[config.mk]
export PLATFORM = sky130hd
export DESIGN_NAME = ctrl_seq_flat
export DESIGN_NICKNAME = d
export VERILOG_FILES = /design/src/rtl/ctrl_pkg.sv /design/src/rtl/ctrl_seq_if.sv /design/src/rtl/ctrl_br_eval.sv /design/src/rtl/ctrl_seq.sv /design/src/flat_wrapper.sv
export SDC_FILE = /design/constraint.sdc
export NUM_CORES = 1
export LEC_CHECK = 0
export CAP_MARGIN = 20
export CORE_MARGIN = 5
export CORE_UTILIZATION = 34
export CTS_CLUSTER_DIAMETER = 120
export DETAILED_ROUTE_END_ITERATION = 10
export PLACE_DENSITY_LB_ADDON = 0.05
export SETUP_SLACK_MARGIN = 0.15
export SYNTH_ARGS = -nofsm -noshare
export SYNTH_HDL_FRONTEND = slang
export SYNTH_SLANG_ARGS = --single-unit
[constraint.sdc]
create_clock -name CLK -period 2.5 [get_ports CLK]
set_input_delay 0.75 -clock CLK [delete_from_list [all_inputs] [get_ports CLK]]
set_output_delay 0.75 -clock CLK [all_outputs]
set_load 0.05 [all_outputs]
[src/rtl/ctrl_pkg.sv]
// Shared constants for the control sequencer and the datapath: state codes,
// opcodes, immediate-mode pattern and ALU_OP codes.
package ctrl_pkg;

    typedef enum logic [2:0] {
        ST_START0    = 3'd0,
        ST_START1    = 3'd1,
        ST_FETCH     = 3'd2,
        ST_DECODE    = 3'd3,
        ST_EXECUTE   = 3'd4,
        ST_MEM       = 3'd5,
        ST_WRITEBACK = 3'd6,
        ST_HALT      = 3'd7
    } state_t;

    localparam int OP_NOOP = 0;
    localparam int OP_LOD  = 1;
    localparam int OP_STR  = 2;
    localparam int OP_BRA  = 4;
    localparam int OP_BRR  = 5;
    localparam int OP_BNE  = 6;
    localparam int OP_ALU  = 8;

    localparam int ALU_REG = 0;
    localparam int ALU_IMM = 1;
    localparam int ALU_BR  = 2;

    // HLT is all-ones at whatever opcode width is in use
    function automatic logic [31:0] op_hlt(input int opw);
        return (32'd1 << opw) - 32'd1;
    endfunction

    // Immediate mode: MSB of MM set, every other bit clear
    function automatic logic [31:0] imm_mode(input int mmw);
        return 32'd1 << (mmw - 1);
    endfunction

endpackage

[src/rtl/ctrl_seq_if.sv]
// Instruction/status inputs and control outputs between sequencer (master)
// and datapath (slave).
interface ctrl_seq_if #(
    parameter int OPW  = 4,
    parameter int MMW  = 4,
    parameter int ALUW = 2
);
    logic [OPW-1:0]  OPCODE;
    logic [MMW-1:0]  MM;
    logic [MMW-1:0]  STAT;
    logic            MEM_RDY;
    logic            PC_RST;
    logic            PC_WRITE;
    logic            PC_SEL;
    logic            BR_SEL;
    logic            RD_SEL;
    logic            MM_SEL;
    logic            WB_SEL;
    logic            RF_WE;
    logic            DM_WE;
    logic [ALUW-1:0] ALU_OP;
    logic            HALTED;
    logic [2:0]      STATE;

    modport master (
        input  OPCODE, MM, STAT, MEM_RDY,
        output PC_RST, PC_WRITE, PC_SEL, BR_SEL, RD_SEL, MM_SEL, WB_SEL,
               RF_WE, DM_WE, ALU_OP, HALTED, STATE
    );

    modport slave (
        output OPCODE, MM, STAT, MEM_RDY,
        input  PC_RST, PC_WRITE, PC_SEL, BR_SEL, RD_SEL, MM_SEL, WB_SEL,
               RF_WE, DM_WE, ALU_OP, HALTED, STATE
    );
endinterface

[src/rtl/ctrl_br_eval.sv]
// Branch condition evaluation: taken flag and branch-target source select.
module ctrl_br_eval
    import ctrl_pkg::*;
#(
    parameter int OPW = 4,
    parameter int MMW = 4
) (
    input  logic [MMW-1:0] MM,
    input  logic [MMW-1:0] STAT,
    input  logic [OPW-1:0] OPCODE,
    output logic           taken,
    output logic           br_sel
);
    logic hit, is_bra, is_brr, is_bne;

    assign hit    = |(MM & STAT);
    assign is_bra = (OPCODE == OPW'(OP_BRA));
    assign is_brr = (OPCODE == OPW'(OP_BRR));
    assign is_bne = (OPCODE == OPW'(OP_BNE));

    assign taken  = ((is_bra | is_brr) & hit) | (is_bne & ~hit);
    assign br_sel = is_bra | is_bne;
endmodule

[src/rtl/ctrl_seq.sv]
// Multi-cycle control sequencer. Define CTRL_SEQ_STALL_EN to hold MEM until
// MEM_RDY is high; otherwise MEM lasts one cycle and MEM_RDY is ignored.
module ctrl_seq
    import ctrl_pkg::*;
#(
    parameter int OPW  = 4,
    parameter int MMW  = 4,
    parameter int ALUW = 2
) (
    input logic        CLK,
    input logic        RST_F,
    ctrl_seq_if.master bus
);
    localparam logic [MMW-1:0] MM_IMM = MMW'(imm_mode(MMW));
    localparam logic [OPW-1:0] OP_HLT = OPW'(op_hlt(OPW));

    state_t state, state_nx;

    logic is_lod, is_str, is_alu, is_hlt, is_br, imm;
    logic taken, br_sel;

    assign is_lod = (bus.OPCODE == OPW'(OP_LOD));
    assign is_str = (bus.OPCODE == OPW'(OP_STR));
    assign is_alu = (bus.OPCODE == OPW'(OP_ALU));
    assign is_hlt = (bus.OPCODE == OP_HLT);
    assign is_br  = (bus.OPCODE == OPW'(OP_BRA)) | (bus.OPCODE == OPW'(OP_BRR)) |
                    (bus.OPCODE == OPW'(OP_BNE));
    assign imm    = (bus.MM == MM_IMM);

    ctrl_br_eval #(.OPW(OPW), .MMW(MMW)) u_br_eval (
        .MM     (bus.MM),
        .STAT   (bus.STAT),
        .OPCODE (bus.OPCODE),
        .taken  (taken),
        .br_sel (br_sel)
    );

`ifndef CTRL_SEQ_STALL_EN
    logic unused_mem_rdy;
    assign unused_mem_rdy = bus.MEM_RDY;
`endif

    always_ff @(posedge CLK or negedge RST_F) begin
        if (!RST_F) state <= ST_START0;
        else        state <= state_nx;
    end

    always_comb begin
        state_nx = state;
        case (state)
            ST_START0:    state_nx = ST_START1;
            ST_START1:    state_nx = ST_FETCH;
            ST_FETCH:     state_nx = ST_DECODE;
            ST_DECODE:    state_nx = is_hlt ? ST_HALT : ST_EXECUTE;
            ST_EXECUTE: begin
                if (is_lod | is_str) state_nx = ST_MEM;
                else if (is_alu)     state_nx = ST_WRITEBACK;
                else                 state_nx = ST_FETCH;
            end
            ST_MEM: begin
`ifdef CTRL_SEQ_STALL_EN
                if (!bus.MEM_RDY)    state_nx = ST_MEM;
                else
`endif
                state_nx = is_lod ? ST_WRITEBACK : ST_FETCH;
            end
            ST_WRITEBACK: state_nx = ST_FETCH;
            ST_HALT:      state_nx = ST_HALT;
            default:      state_nx = ST_START0;
        endcase
    end

    logic            pc_rst, pc_write, pc_sel, br_sel_o, rd_sel, mm_sel;
    logic            wb_sel, rf_we, dm_we;
    logic [ALUW-1:0] alu_op, alu_code;
    logic            in_exe_wb, in_dec_wb;

    // ALU source: immediate ALU and register-mode LOD/STR share code 1
    always_comb begin
        alu_code = ALUW'(ALU_REG);
        if (is_alu)              alu_code = imm ? ALUW'(ALU_IMM) : ALUW'(ALU_REG);
        else if (is_lod | is_str) alu_code = imm ? ALUW'(ALU_REG) : ALUW'(ALU_IMM);
        else if (is_br)          alu_code = ALUW'(ALU_BR);
    end

    assign in_exe_wb = (state == ST_EXECUTE) | (state == ST_MEM) | (state == ST_WRITEBACK);
    assign in_dec_wb = in_exe_wb | (state == ST_DECODE);

    always_comb begin
        pc_rst   = (state == ST_START0) | (state == ST_START1);
        pc_write = 1'b0;
        pc_sel   = 1'b0;
        br_sel_o = 1'b0;
        rd_sel   = in_dec_wb & (is_lod | (is_alu & imm));
        mm_sel   = in_exe_wb & (is_lod | is_str) & imm;
        alu_op   = in_exe_wb ? alu_code : '0;
        wb_sel   = ((state == ST_MEM) | (state == ST_WRITEBACK)) & is_lod;
        rf_we    = (state == ST_WRITEBACK) & (is_lod | is_alu);
        dm_we    = (state == ST_MEM) & is_str;
        if (state == ST_FETCH) pc_write = 1'b1;
        if (state == ST_EXECUTE) begin
            pc_write = taken;
            pc_sel   = taken;
            br_sel_o = br_sel;
        end
    end

    assign bus.PC_RST   = pc_rst;
    assign bus.PC_WRITE = pc_write;
    assign bus.PC_SEL   = pc_sel;
    assign bus.BR_SEL   = br_sel_o;
    assign bus.RD_SEL   = rd_sel;
    assign bus.MM_SEL   = mm_sel;
    assign bus.WB_SEL   = wb_sel;
    assign bus.RF_WE    = rf_we;
    assign bus.DM_WE    = dm_we;
    assign bus.ALU_OP   = alu_op;
    assign bus.HALTED   = (state == ST_HALT);
    assign bus.STATE    = state;
endmodule

[src/flat_wrapper.sv]
// flat-port wrapper written by rule: the top's interface ports become plain ports
module ctrl_seq_flat import ctrl_pkg::*;
#(
    parameter int OPW  = 4,
    parameter int MMW  = 4,
    parameter int ALUW = 2
)
  (CLK, RST_F, bus_OPCODE, bus_MM, bus_STAT, bus_MEM_RDY, bus_PC_RST, bus_PC_WRITE, bus_PC_SEL, bus_BR_SEL, bus_RD_SEL, bus_MM_SEL, bus_WB_SEL, bus_RF_WE, bus_DM_WE, bus_ALU_OP, bus_HALTED, bus_STATE);
  ctrl_seq_if #(.OPW(OPW), .MMW(MMW), .ALUW(ALUW)) bus_i ();
  input logic CLK;
  input logic RST_F;
  input wire logic [$bits(bus_i.OPCODE)-1:0] bus_OPCODE;
  input wire logic [$bits(bus_i.MM)-1:0] bus_MM;
  input wire logic [$bits(bus_i.STAT)-1:0] bus_STAT;
  input wire logic [$bits(bus_i.MEM_RDY)-1:0] bus_MEM_RDY;
  output wire logic [$bits(bus_i.PC_RST)-1:0] bus_PC_RST;
  output wire logic [$bits(bus_i.PC_WRITE)-1:0] bus_PC_WRITE;
  output wire logic [$bits(bus_i.PC_SEL)-1:0] bus_PC_SEL;
  output wire logic [$bits(bus_i.BR_SEL)-1:0] bus_BR_SEL;
  output wire logic [$bits(bus_i.RD_SEL)-1:0] bus_RD_SEL;
  output wire logic [$bits(bus_i.MM_SEL)-1:0] bus_MM_SEL;
  output wire logic [$bits(bus_i.WB_SEL)-1:0] bus_WB_SEL;
  output wire logic [$bits(bus_i.RF_WE)-1:0] bus_RF_WE;
  output wire logic [$bits(bus_i.DM_WE)-1:0] bus_DM_WE;
  output wire logic [$bits(bus_i.ALU_OP)-1:0] bus_ALU_OP;
  output wire logic [$bits(bus_i.HALTED)-1:0] bus_HALTED;
  output wire logic [$bits(bus_i.STATE)-1:0] bus_STATE;
  assign bus_i.OPCODE = bus_OPCODE;
  assign bus_i.MM = bus_MM;
  assign bus_i.STAT = bus_STAT;
  assign bus_i.MEM_RDY = bus_MEM_RDY;
  assign bus_PC_RST = bus_i.PC_RST;
  assign bus_PC_WRITE = bus_i.PC_WRITE;
  assign bus_PC_SEL = bus_i.PC_SEL;
  assign bus_BR_SEL = bus_i.BR_SEL;
  assign bus_RD_SEL = bus_i.RD_SEL;
  assign bus_MM_SEL = bus_i.MM_SEL;
  assign bus_WB_SEL = bus_i.WB_SEL;
  assign bus_RF_WE = bus_i.RF_WE;
  assign bus_DM_WE = bus_i.DM_WE;
  assign bus_ALU_OP = bus_i.ALU_OP;
  assign bus_HALTED = bus_i.HALTED;
  assign bus_STATE = bus_i.STATE;
  ctrl_seq #(.OPW(OPW), .MMW(MMW), .ALUW(ALUW)) u_core (.CLK(CLK), .RST_F(RST_F), .bus(bus_i));
endmodule
==> results of run 1 <==
## kinds of logic after synthesis
kind of cell / share of synthesized area (%)
AOI/OAI and AO/OA: 23.25
buffers and inverters: 8.402
DFF: 16.81
and+or+nand+nor: 43.98
xor gates and xnor gates: 7.565
## power by group through the flow
stage / combinational [mW] / sequential (mW) / clock [mW]
after CTS: 0.706 / 0.0859 / 0.0862
after global placement: 0.675 / 0.0847 / 0
final: 0.762 / 0.0912 / 0.0994
after detailed placement: 0.684 / 0.0865 / 0
after floorplan: 0.356 / 0.178 / 0
after global routing: 0.786 / 0.0918 / 0.102
## worst paths after layout
| path | endpoint | cells after the start | startpoint | slack (ns) |
|---|---|---|---|---|
| worst max-delay path | bus_PC_WRITE | 7 | bus_OPCODE[1] | -0.23 |
| worst min-delay path | u_core.bus.STATE[2] | 1 | RST_F | 0.67 |
| worst max register to register | u_core.bus.STATE[0] | 4 | u_core.bus.STATE[2] | 1.32 |
| worst min register to register | u_core.bus.STATE[0] | 2 | u_core.bus.STATE[0] | 0.70 |
| max in group asynchronous | u_core.bus.STATE[1] | 1 | RST_F | 1.64 |
| min in group CLK | u_core.bus.STATE[0] | 2 | u_core.bus.STATE[0] | 0.70 |
## through the flow
stage                     utilization (%)  hold slack [ns]  setup slack [ns]
after floorplan                         -           0.4544           -0.1929
after global placement              82.45           0.6462           -0.5560
after detailed placement            82.45           0.6537           -0.5681
after CTS                           93.29           0.6501           -0.1884
after global routing                96.15           0.6807           -0.2375
final                               96.15           0.6732           -0.2336
## cell type report
cell class,instances,area (µm²),share of cell area [%]
clock buffers,4,26.28,2.154
inverters,1,3.754,0.3077
multi-input cells,46,511.7,41.95
flip-flops and latches,3,78.83,6.462
well taps,15,18.77,1.538
repair buffers,53,580.6,47.59
## layer usage
metal / vias to the layer above / GRT usage (%) / wire length [µm]
li1: 314 / - / -
met2: 79 / 44.23 / 1704
met1: 369 / 24.36 / 1006
met3: 27 / 5.469 / 332
met5: - / 0 / 0
met4: 0 / 19.32 / 259
## cells in the mapped netlist (all sizes together)
| master | instances | area, µm² |
|---|---|---|
| o21bai | 1 | 7.510 |
| dfrtp | 3 | 75.07 |
| nand3b | 1 | 7.510 |
| nand2 | 4 | 15.01 |
| buf | 2 | 22.52 |
| nor3b | 1 | 7.510 |
| a21o | 1 | 7.510 |
| nor4b | 4 | 47.55 |
| xnor2 | 1 | 16.27 |
| a41o | 1 | 11.26 |
| nor2 | 5 | 18.77 |
| o21ai | 2 | 10.00 |
| clkbuf | 3 | 11.26 |
| nand3 | 2 | 10.01 |
| a2111o | 1 | 11.26 |
| nand2b | 1 | 6.260 |
| o31a | 1 | 10.01 |
| inv | 1 | 3.750 |
| a21oi | 3 | 15.01 |
| a22oi | 2 | 15.01 |
| a211oi | 1 | 7.510 |
| and4bb | 1 | 12.51 |
| nand4 | 1 | 6.260 |
| or4 | 1 | 7.510 |
| or2 | 1 | 6.260 |
| nor4 | 1 | 6.260 |
| xor2 | 2 | 17.52 |
| nor3 | 1 | 5.000 |
| and3 | 2 | 12.51 |
| a22o | 1 | 8.760 |
| nor4bb | 1 | 10.01 |
| or3b | 2 | 17.52 |
## what timing repair did
| action | 4_1_cts | 5_1_grt |
|---|---|---|
| pin swaps | 16 | 8 |
| setup endpoints to repair | 10 | 12 |
| setup buffers | 6 | 3 |
| resized for setup | 61 | 4 |
==> flow_summary.toml, run 1 <==
[clock_network]
cts_num_sinks = 3
cts_buffer_depth = 2
cts_root_buffer = "clkbuf_4"
cts_hold_buffers = 0
numCtsBuffers = 3
htreeDepth = 1
clock_latency_ns = 0.26
cts_tree = "yes"
path_clk_slew_ns = 0.05

[global_route]
antenna_found_initial = 0
grt-ovfl-total = 0
grt_use_total_pct = 24.88
grt_pass1_wl_mm = 3.698
grt_start_max_net_pins = 15
grt_pass1_vias = 742

[power]
leakagePower_nw = 0.5533
irDropWorstVdd_mv = 0.9246
internal-power_mw = 0.4239
p_comb_share_pct = 80.0
switchingPower_mw = 0.5285
clock_power_share_pct = 10.4
power_density_nw_per_um2 = 780.7
p_total_mw = 0.9524
p_seq_share_pct = 9.6
switching_share_pct = 55.50

[status]
outcome = "finished, violations left"
violations = "setup timing"

[logic_synthesis]
ys_seq_area_share_pct = 16.81
yosys.cell_types.count = 35
syn_area_um2 = 446.7
synth-seq-cells = 3
yosysWarnings = 0
syn_area_per_cell_um2 = 8.121
syn_nets = 70
synth_cells = 55

[routing]
drt_iter0_drc = 39
first_pass_iters = 4
vias_per_cell = 6.467
vias = 789
wirelength_mm = 3.302
wire_per_inst_um = 27.07
drc = 0
ant_nets = 0

[layout]
fin_nets = 123
drive_above_1_share_pct = 71.96
final_common_cell = "buf_4"
largest_register_ffs = 3
stdcell_area_um2 = 1220
nFillCells = 26
diodes = 0
final_cells = 122
layout_common_cells = "buf_4, buf_12, buf_6"
syn2layout_area_growth_pct = 173.1

[flow_run]
cap_violations = 0

[placed_design]
gp_congestion = 0.8123
io_buffers = 28
hpwl_mm = 1.315
postPlaceCellArea_um2 = 1046
dp_cells = 109

[worst_setup_path]
worstPathMaxFanout = 4
setup.worst_path.start_class = "input pin"
arrival_ns = 1.98
critical_path_class = "input pin to output port"
critPathMostFrequentCell = "buf_6"
worst-path-buf-inv = 5
crit_family = "buffers and inverters"
critPathSlowestCell = "a2111o_1"
crit_chain = "buf_6 > buf_8 > buf_4 > buf_6 > a2111o_1 > nand3_2 > buf_12"
crit_required_ns = 1.75
crit_path_end_kind = "output port"
cpPeakStageDelay_ns = 0.45

[floorplanning]
die_width_um = 46.25
start_util_pct = 35.21
rows = 13
core_area_um2 = 1269
ios = 30
die_area_um2 = 2139
die_y_um = 46.25

[sta]
tightest_slew_ns = 0.5434
fin_crit_ns = 2.734
slew_violations = 0
rsz0062_at_grt = "true"
setup_slack_ns = -0.2336
setup_viol = 7
tns_ns = -1.109
hold_violations = 0
clock_skew_ns = 0.01416
period_share_pct = 109.3
relSlewSlack_pct = 63.91
max_clock_freq_mhz = 365.8

[min_path]
min_path_type = "input pin to asynchronous set/reset pin"
Power figures use the tool's default switching activity.
==> run 2, diff against run 1 <==
Settings changed: SLEW_MARGIN set to 20.
==> results of run 2 <==
No change in the layout: final DEF, timing and power equal those of run 1.
